<file path="src/rtl/ahb_arbiter_mp_if.sv">
// Bus-side signals shared between the AHB masters and one arbiter instance.
// The master modport is the requesting side; the slave modport is the arbiter.
interface ahb_arbiter_mp_if #(
    parameter int MAS_NUM = 4,
    parameter int MW      = $clog2(MAS_NUM)
);
    logic [MAS_NUM-1:0] hbusreq;
    logic [MAS_NUM-1:0] hlock;
    logic [1:0]         htrans;
    logic [2:0]         hburst;
    logic               hready;
    logic [MAS_NUM-1:0] hgrant;
    logic [MW-1:0]      hmaster;
    logic [MW-1:0]      hmaster_d;
    logic               hmastlock;

    modport master (
        output hbusreq, hlock, htrans, hburst, hready,
        input  hgrant, hmaster, hmaster_d, hmastlock
    );

    modport slave (
        input  hbusreq, hlock, htrans, hburst, hready,
        output hgrant, hmaster, hmaster_d, hmastlock
    );
endinterface

</file>
<file path="src/rtl/ahb_arbiter_mp.sv">
// AHB arbiter for one slave port: fixed-priority or round-robin selection,
// with bursts, undefined-length INCR and locked sequences holding ownership.
module ahb_arbiter_mp #(
    parameter int MAS_NUM  = 4,
    parameter int ARB_MODE = 1,
    parameter int DEF_MAS  = 0,
    parameter int MW       = $clog2(MAS_NUM)
) (
    input logic             hclk,
    input logic             hreset,
    ahb_arbiter_mp_if.slave bus
);
    typedef enum logic [1:0] {ST_IDLE, ST_BURST, ST_HOLD_INCR, ST_LOCKED} state_t;

    localparam logic [1:0]    TR_IDLE   = 2'd0;
    localparam logic [1:0]    TR_NONSEQ = 2'd2;
    localparam logic [1:0]    TR_SEQ    = 2'd3;
    localparam logic [2:0]    HB_SINGLE = 3'd0;
    localparam logic [2:0]    HB_INCR   = 3'd1;
    localparam logic [MW-1:0] DEF_IDX   = MW'(DEF_MAS);

    state_t             state;
    logic [MW-1:0]      owner;
    logic [MW-1:0]      owner_d;
    logic [MW-1:0]      rr_ptr;
    logic [MAS_NUM-1:0] grant;
    logic               mastlock;
    logic [3:0]         beat_cnt;

    logic [MW-1:0]      winner;
    logic               any_req;
    logic               own_lock;
    logic               arb_now;

    // Beats remaining after the NONSEQ of a fixed-length burst.
    function automatic logic [3:0] burst_last(input logic [2:0] hb);
        case (hb)
            3'd2, 3'd3: burst_last = 4'd3;
            3'd4, 3'd5: burst_last = 4'd7;
            3'd6, 3'd7: burst_last = 4'd15;
            default:    burst_last = 4'd0;
        endcase
    endfunction

    always_comb begin : arbitrate
        int idx;
        // NOTE: every always_comb output gets a default first so no latch is inferred.
        winner  = DEF_IDX;
        any_req = |bus.hbusreq;
        idx     = 0;
        if (ARB_MODE == 0) begin
            for (int i = MAS_NUM - 1; i >= 0; i--)
                if (bus.hbusreq[i]) winner = MW'(i);
        end else begin
            // Descending offsets so the nearest requester after rr_ptr wins last.
            for (int off = MAS_NUM; off >= 1; off--) begin
                idx = int'(rr_ptr) + off;
                if (idx >= MAS_NUM) idx = idx - MAS_NUM;
                if (bus.hbusreq[idx]) winner = MW'(idx);
            end
        end
    end

    always_comb begin : decide
        own_lock = bus.hlock[owner];
        arb_now  = 1'b0;
        unique case (state)
            ST_LOCKED:    arb_now = !own_lock &&
                                    (bus.htrans == TR_IDLE || bus.htrans == TR_NONSEQ);
            ST_BURST:     arb_now = (bus.htrans == TR_IDLE || bus.htrans == TR_NONSEQ) ||
                                    (bus.htrans == TR_SEQ && beat_cnt == 4'd1);
            ST_HOLD_INCR: arb_now = !bus.hbusreq[owner];
            default:      arb_now = own_lock ||
                                    !(bus.htrans == TR_NONSEQ && bus.hburst != HB_SINGLE);
        endcase
    end

    // NOTE: sequential state uses non-blocking assignments only, and every register
    // is cleared by the asynchronous reset so nothing resumes after it is released.
    always_ff @(posedge hclk or posedge hreset) begin
        if (hreset) begin
            state    <= ST_IDLE;
            owner    <= DEF_IDX;
            owner_d  <= DEF_IDX;
            rr_ptr   <= DEF_IDX;
            grant    <= MAS_NUM'(1) << DEF_MAS;
            mastlock <= 1'b0;
            beat_cnt <= 4'd0;
        end else if (bus.hready) begin
            owner_d <= owner;
            if (arb_now) begin
                beat_cnt <= 4'd0;
                if (own_lock) begin
                    state    <= ST_LOCKED;
                    mastlock <= 1'b1;
                end else begin
                    owner <= winner;
                    grant <= MAS_NUM'(1) << winner;
                    if (any_req && winner != owner) rr_ptr <= winner;
                    state    <= bus.hlock[winner] ? ST_LOCKED : ST_IDLE;
                    mastlock <= bus.hlock[winner];
                end
            end else begin
                unique case (state)
                    ST_IDLE: begin
                        if (bus.hburst == HB_INCR) begin
                            state <= ST_HOLD_INCR;
                        end else begin
                            state    <= ST_BURST;
                            beat_cnt <= burst_last(bus.hburst);
                        end
                    end
                    ST_BURST: if (bus.htrans == TR_SEQ) beat_cnt <= beat_cnt - 4'd1;
                    default: ;
                endcase
            end
        end
    end

    assign bus.hgrant    = grant;
    assign bus.hmaster   = owner;
    assign bus.hmaster_d = owner_d;
    assign bus.hmastlock = mastlock;
endmodule

</file>
<file path="src/flat_wrapper.sv">
// flat-port wrapper written by rule: the top's interface ports become plain ports
module ahb_arbiter_mp_flat 
#(
    parameter int MAS_NUM  = 4,
    parameter int ARB_MODE = 1,
    parameter int DEF_MAS  = 0,
    parameter int MW       = $clog2(MAS_NUM)
)
  (hclk, hreset, bus_hbusreq, bus_hlock, bus_htrans, bus_hburst, bus_hready, bus_hgrant, bus_hmaster, bus_hmaster_d, bus_hmastlock);
  ahb_arbiter_mp_if #(.MAS_NUM(MAS_NUM), .MW(MW)) bus_i ();
  input logic hclk;
  input logic hreset;
  input wire logic [$bits(bus_i.hbusreq)-1:0] bus_hbusreq;
  input wire logic [$bits(bus_i.hlock)-1:0] bus_hlock;
  input wire logic [$bits(bus_i.htrans)-1:0] bus_htrans;
  input wire logic [$bits(bus_i.hburst)-1:0] bus_hburst;
  input wire logic [$bits(bus_i.hready)-1:0] bus_hready;
  output wire logic [$bits(bus_i.hgrant)-1:0] bus_hgrant;
  output wire logic [$bits(bus_i.hmaster)-1:0] bus_hmaster;
  output wire logic [$bits(bus_i.hmaster_d)-1:0] bus_hmaster_d;
  output wire logic [$bits(bus_i.hmastlock)-1:0] bus_hmastlock;
  assign bus_i.hbusreq = bus_hbusreq;
  assign bus_i.hlock = bus_hlock;
  assign bus_i.htrans = bus_htrans;
  assign bus_i.hburst = bus_hburst;
  assign bus_i.hready = bus_hready;
  assign bus_hgrant = bus_i.hgrant;
  assign bus_hmaster = bus_i.hmaster;
  assign bus_hmaster_d = bus_i.hmaster_d;
  assign bus_hmastlock = bus_i.hmastlock;
  ahb_arbiter_mp #(.MAS_NUM(MAS_NUM), .ARB_MODE(ARB_MODE), .DEF_MAS(DEF_MAS), .MW(MW)) u_core (.hclk(hclk), .hreset(hreset), .bus(bus_i));
endmodule
</file>
<file path="config.mk">
export PLATFORM = sky130hd
export DESIGN_NAME = ahb_arbiter_mp_flat
export DESIGN_NICKNAME = d
export VERILOG_FILES = /design/src/rtl/ahb_arbiter_mp_if.sv /design/src/rtl/ahb_arbiter_mp.sv /design/src/flat_wrapper.sv
export SDC_FILE = /design/constraint.sdc
export NUM_CORES = 1
export LEC_CHECK = 0
export BUFFER_PORTS_ARGS = -buffer_cell sky130_fd_sc_hd__buf_4
export CORE_AREA = 2 2 61 63
export CTS_BUF_LIST = sky130_fd_sc_hd__clkbuf_4
export CTS_CLUSTER_SIZE = 10
export DETAILED_ROUTE_END_ITERATION = 7
export DIE_AREA = 0 0 63 65
export PLACE_DENSITY_LB_ADDON = 0.12
export SLEW_MARGIN = 20
export SYNTH_ARGS = -nofsm -noshare
export SYNTH_HDL_FRONTEND = slang
export SYNTH_SLANG_ARGS = --single-unit
</file>
<file path="constraint.sdc">
create_clock -name hclk -period 2.3 [get_ports hclk]
set_input_delay 0.345 -clock hclk [delete_from_list [all_inputs] [get_ports hclk]]
set_output_delay 0.345 -clock hclk [all_outputs]
set_load 0.01 [all_outputs]
</file>
======== After elaboration in Yosys (flattened, before gate mapping) ========
Index checks and enable logic that the tools add are counted.
word-level totals
  logic and storage cells ................. 106
  output and inout bits ................... 9
  input port bits ......................... 16
  register bits ........................... 17
operators by class
  reduce and logical (&&, ||, !) cells .... 24
  shifts and indexed selects .............. 1
  magnitude comparators ................... 10
  mux-type cells .......................... 38
  add/sub/neg operators ................... 9
  eq/ne operators ......................... 16
  bitwise logic cells ..................... 1
operators by type and width
  operator                                                                               number
  32-bit by 4-bit greater-or-equal comparator with 1-bit output (second input constant)  4
  32-bit by 4-bit < comparator with 1-bit output (second input constant)                 4
  32-bit 2-to-1 mux                                                                      4
  32-bit by 4-bit subtractor with 32-bit output (second input constant)                  4
  2-bit 2-to-1 mux                                                                       9
  1-bit binary-select mux with 2-bit select                                              7
  3-bit equality test (second input constant)                                            4
  1-bit 2-to-1 mux                                                                       12
  4-bit 2-to-1 mux                                                                       3
  4-bit one-hot mux with 3 select lines                                                  1
  2-bit equality test (second input constant)                                            4
  4-bit one-hot mux with 2 select lines                                                  1
  4-bit AND reduction                                                                    2
  2-bit by 2-bit adder with 3-bit output (second input constant)                         2
  3-bit by 2-bit equality test with 1-bit output (second input constant)                 2
  2-bit by 3-bit < comparator with 1-bit output (second input constant)                  2
  3-bit nonzero test                                                                     2
  2-bit OR reduction                                                                     3
  2-bit by 3-bit adder with 4-bit output (second input constant)                         1
  4-bit by 1-bit equality test with 1-bit output (second input constant)                 1
  1-bit logical AND                                                                      4
  2-bit zero test                                                                        2
  2-bit AND reduction                                                                    2
  4-bit OR reduction                                                                     1
  other kinds (14)                                                                       18

======== Longest topological paths before layout ========
  word-level depth ........................ 15
  gate-level depth with buffers ........... 10
  gate-level depth less buffers ........... 8

======== Worst setup path after synthesis ========
No wires, ideal clock.
  path type ............................... flip-flop to flip-flop
  start ................................... register u_core.owner[0] (netlist: u_core.bus.hmaster[0])
  end ..................................... register u_core.rr_ptr[0]
  buffers on the path ..................... 1
  required time ........................... 2.172 ns
  cell stages (with the launch flop) ...... 8
  library setup time ...................... 0.128 ns
  arrival time ............................ 2.226 ns
  clock period less this slack ............ 2.353 ns
  slack ................................... -0.053 ns
  cell sequence ........................... dfrtp_1 mux4_2 nand3_2 nand4_4 or3_1 buf_2 a211oi_4 mux2_1
on the way
  word-level cells in the longest chain between the ends .. 6
  elaborated cells on any way between the ends .. 13
  those cells by class .................... eq/ne: 1; mux: 5; bitwise: 1; reduce/logical: 6
RTL lines
  item                                       RTL line              text
  from (decl)                                ahb_arbiter_mp.sv:23  logic [MW-1:0] owner;
  from (signal assigned)                     ahb_arbiter_mp.sv:97  owner <= winner;
  1-bit binary-select mux with 2-bit select  ahb_arbiter_mp.sv:65  own_lock = bus.hlock[owner];
  1-bit 2-to-1 mux (not written as such)     ahb_arbiter_mp.sv:65
  1-bit zero test                            ahb_arbiter_mp.sv:68  ST_LOCKED: arb_now = !own_lock &&
  1-bit logical AND                          ahb_arbiter_mp.sv:68
  1-bit one-hot mux with 3 select lines      ahb_arbiter_mp.sv:67  unique case (state)
  4-bit AND reduction (no line) (*)          --
  to (signal assigned)                       ahb_arbiter_mp.sv:99  if (any_req && winner != owner) rr_ptr <= winner;
  to (decl)                                  ahb_arbiter_mp.sv:25  logic [MW-1:0] rr_ptr;
Every way passes the cells marked *; elsewhere a longest branch is shown, timed or not. The select of a mux whose other input is x is not followed.
A chain may end at the register's enable or synchronous reset.

======== Final worst setup path ========
Ends and elaborated chain as after synthesis.

==> summary by stage <==
Worst hold path
The worst hold path belongs to the class input pin to asynchronous set/reset pin.

Power and ir drop
In this run the power density over the cells is 1220 nW/um2. The analysis attributes to cell leakage a power of 0.661 nW. The peak supply drop is 0.439 mV.

Overall power consumption after layout is estimated at 1.91 mW.

Drt
For this block, the initial DRC count from the detailed router was 72. The detailed-route wire length per cell is 12.9 um. The detail-routed via count per cell is 4.87. The remaining number of nets flagged by the antenna check after routing is 0. After detailed routing, the number of remaining DRC violations is 0.

Summing over every cut layer, the via total after detailed routing is 1,023. The first TritonRoute pass finished after 4 iterations. The final layout contains routed wiring with a total length of 2720 um.

STA
Dividing the final minimum period by the clock period gives 0.983. The final period demand of the worst path is 2260 ps. Headroom to the max-slew limit came out at 0.564. The max-slew violation count is 0. For this run, the top clock speed supported by timing is 0.442 GHz. Setup violations remaining at the end of the flow were counted as 0. For the pin with the worst max-slew slack, the measured transition is 654 ps. The hold slack is 128 ps. The final clock skew is 11.3 ps. The final number of hold-violating endpoints is 0. Setup repair after global routing could not meet its margin everywhere.

GRT
The total overflow reported by the global router is 0. The initial antenna violation count is 0. The number of global-route vias before repair is 1,002.

Entering global routing, the biggest net connects 18 pins. For this run, the total global-route usage over all layers was measured as 0.133. The global-route wire length before repair is 4330 um.

Run
The max capacitance violation total is 0.

Layout
The number of antenna diodes in the final layout is 0. After the last flow step, the layout net total stands at 181. The fraction of layout cells with a size suffix above 1 is 0.401.

Compared with the post-synthesis result, the final layout area differs by 40.3%.

Setup path
Along the worst path, the maximum fanout reaches 4. The critical path is of the flop to flop type. The arrival time at the worst endpoint is 2440 ps.

STA classifies the critical path startpoint as a flop. The required arrival time at the worst endpoint is 2480 ps. The element type at the critical path end is a flop.

Synth
By count the netlist is led by dfrtp_1 (16), nand2_1 (14), nor2_1 (8), a21oi_1 (6), o21ai_1 (6). Yosys attributes the largest share of cell area to dfrtp_1 (36%), nand2_1 (4.7%), mux2_2 (4.0%). The portion of the post-synthesis area used by sequential elements is 0.384. The yosys synthesis warning count is 0. Among all cell types in the netlist, the one instantiated most often is dfrtp_1. The library cell with the largest summed area after synthesis is dfrtp_1. The share of async-settable or async-resettable flops after synthesis is 1.00. The count of cell types in the netlist is 38. The post-synthesis instance area is 1110 um2.

The share of synthesized cell area in full adder, half adder and majority cells is 0.0225. The cell count after synthesis came out at 119. Counting flops with a built-in enable in the synthesized netlist gives 0.

For this run, the leading register cell type out of synthesis is dfrtp_1. The portion of synthesized area spent on multiplexers is 0.111. The compound-cell area share of the yosys netlist is 0.199. The flop and latch count out of synthesis is 17. Of the total synthesized cell area, the portion taken by XOR and XNOR cells is 0.0236. The top cell type's share of synthesized area is 0.360.

The net count after synthesis is 137. The largest family of logic cells by synthesized area is simple AND/OR/NAND/NOR gates. The simple-gate area share of the yosys netlist is 0.231. The average cell area after synthesis is 9.35 um2.

Clock network
The clock drives 17 sinks. At the later pin of the worst-skew pair, clock insertion delay measures 300 ps. Clock-pin slew was measured on the worst setup and hold paths at 110 ps.

The number of hold buffers added after CTS is 0. TritonCTS built the clock tree. The deepest level of the CTS H-tree is 1.

The cell sitting at the root of the clock tree is a clkbuf_4. The clock buffer count from CTS is 3. The maximum clock insertion buffer count is 2.

Die
The core region is 3500 um2. The die area is 4100 um2. The initialized floorplan defines 22 standard-cell rows. In this run the vertical extent of the chip is 65 um. The starting density of the core is 0.318. 25 I/O pins were placed. The die is 63 um wide.

Status
The run finished with clean final reports.

Placed design
During placement, the flow inserted port buffers numbering 24. Routability-driven placement finished with a final weighted congestion of 0.782. The placed wire-length estimate is 2070 um.
## worst max-delay path, cell delays in order (launching register included)
cell      delay, ps
dfrtp_2         410
mux4_2          540
nand3_2         110
nand4_4         100
or3_4           390
a211oi_4        270
mux2_4          320
## layout by cell type (no fill, tap or decap), drive strengths merged, types with 4 or more instances in the layout
| cell | n |
|---|---|
| nand2 | 14 |
| nand3 | 5 |
| mux2 | 7 |
| nand2b | 5 |
| nor2 | 8 |
| buf | 42 |
| a21oi | 6 |
| inv | 5 |
| o21ai | 10 |
| dfrtp | 16 |
| o22ai | 4 |
## path summary, 6_finish.rpt
check	startpoint	endpoint	slack (ps)	cells after the start
setup reg to reg	u_core.bus.hmaster[0]$_DFFE_PP0P_	u_core.rr_ptr[0]$_DFFE_PP0P_	40	6
setup / recovery	u_core.bus.hmaster[0]$_DFFE_PP0P_	u_core.rr_ptr[0]$_DFFE_PP0P_	40	6
hold / removal	hreset	u_core.bus.hgrant[3]$_DFFE_PP0P_	130	2
hold reg to reg	u_core.bus.hgrant[0]$_DFFE_PP1P_	u_core.bus.hgrant[0]$_DFFE_PP1P_	480	2
min in group hclk	bus_hready	u_core.beat_cnt[0]$_DFFE_PP0P_	310	2
max in group asynchronous	hreset	u_core.bus.hmaster[0]$_DFFE_PP0P_	1700	2
## cell families after synthesis
family | count (synthesis)
compound gates | 33
mux | 9
xor+xnor | 3
flops | 17
fa+ha+maj | 2
simple gates | 47
buf+inv | 8
## metal layers
metal	vias up	global-route usage	part of all wire
li1	524	-	-
met1	479	0.159	0.45
met2	16	0.239	0.51
met3	4	0.0208	0.035
met5	-	0	0
met4	0	0.0528	0.012
## where the power goes
group	internal (mW)	total [mW]	switching, mW	leakage, nW
combinational	0.632	1.18	0.545	0.444
sequential	0.440	0.567	0.127	0.203
clock	0.0661	0.167	0.101	0.0139
## area by class of cell
class	instances	area, um2
well taps	48	60.1
repair buffers	42	319
clock inverters	1	7.51
fillers	377	1940
multi-input cells	94	703
clock buffers	3	22.5
inverters	5	18.8
flip-flops and latches	17	429
## sequential cells by signal (all words and copies together), names as in the netlist
register,count
u_core.beat_cnt,4
u_core.bus.hgrant,4
u_core.bus.hmaster,2
u_core.bus.hmaster_d,2
u_core.rr_ptr,2
u_core.state,2
u_core.bus.hmastlock,1
## per-stage QoR
stage	std cells	area [um2]	setup WS, ps	utilization	TNS [ps]
2_1_floorplan	119	1110	11.8	-	0
3_3_place_gp	201	1440	84.1	0.412	0
3_5_place_dp	201	1440	39.4	0.412	0
4_1_cts	205	1470	19.4	0.422	0
5_1_grt	210	1560	-50.9	0.446	-102
6_report	210	1560	38.5	0.446	0
## what timing repair did
item,in CTS,in global routing
gates cloned,0,0
gates resized for setup,1,9
pin swaps,0,6
endpoints found under the setup margin,2,3
setup buffers,0,5
(Power assumes the default switching activity.)
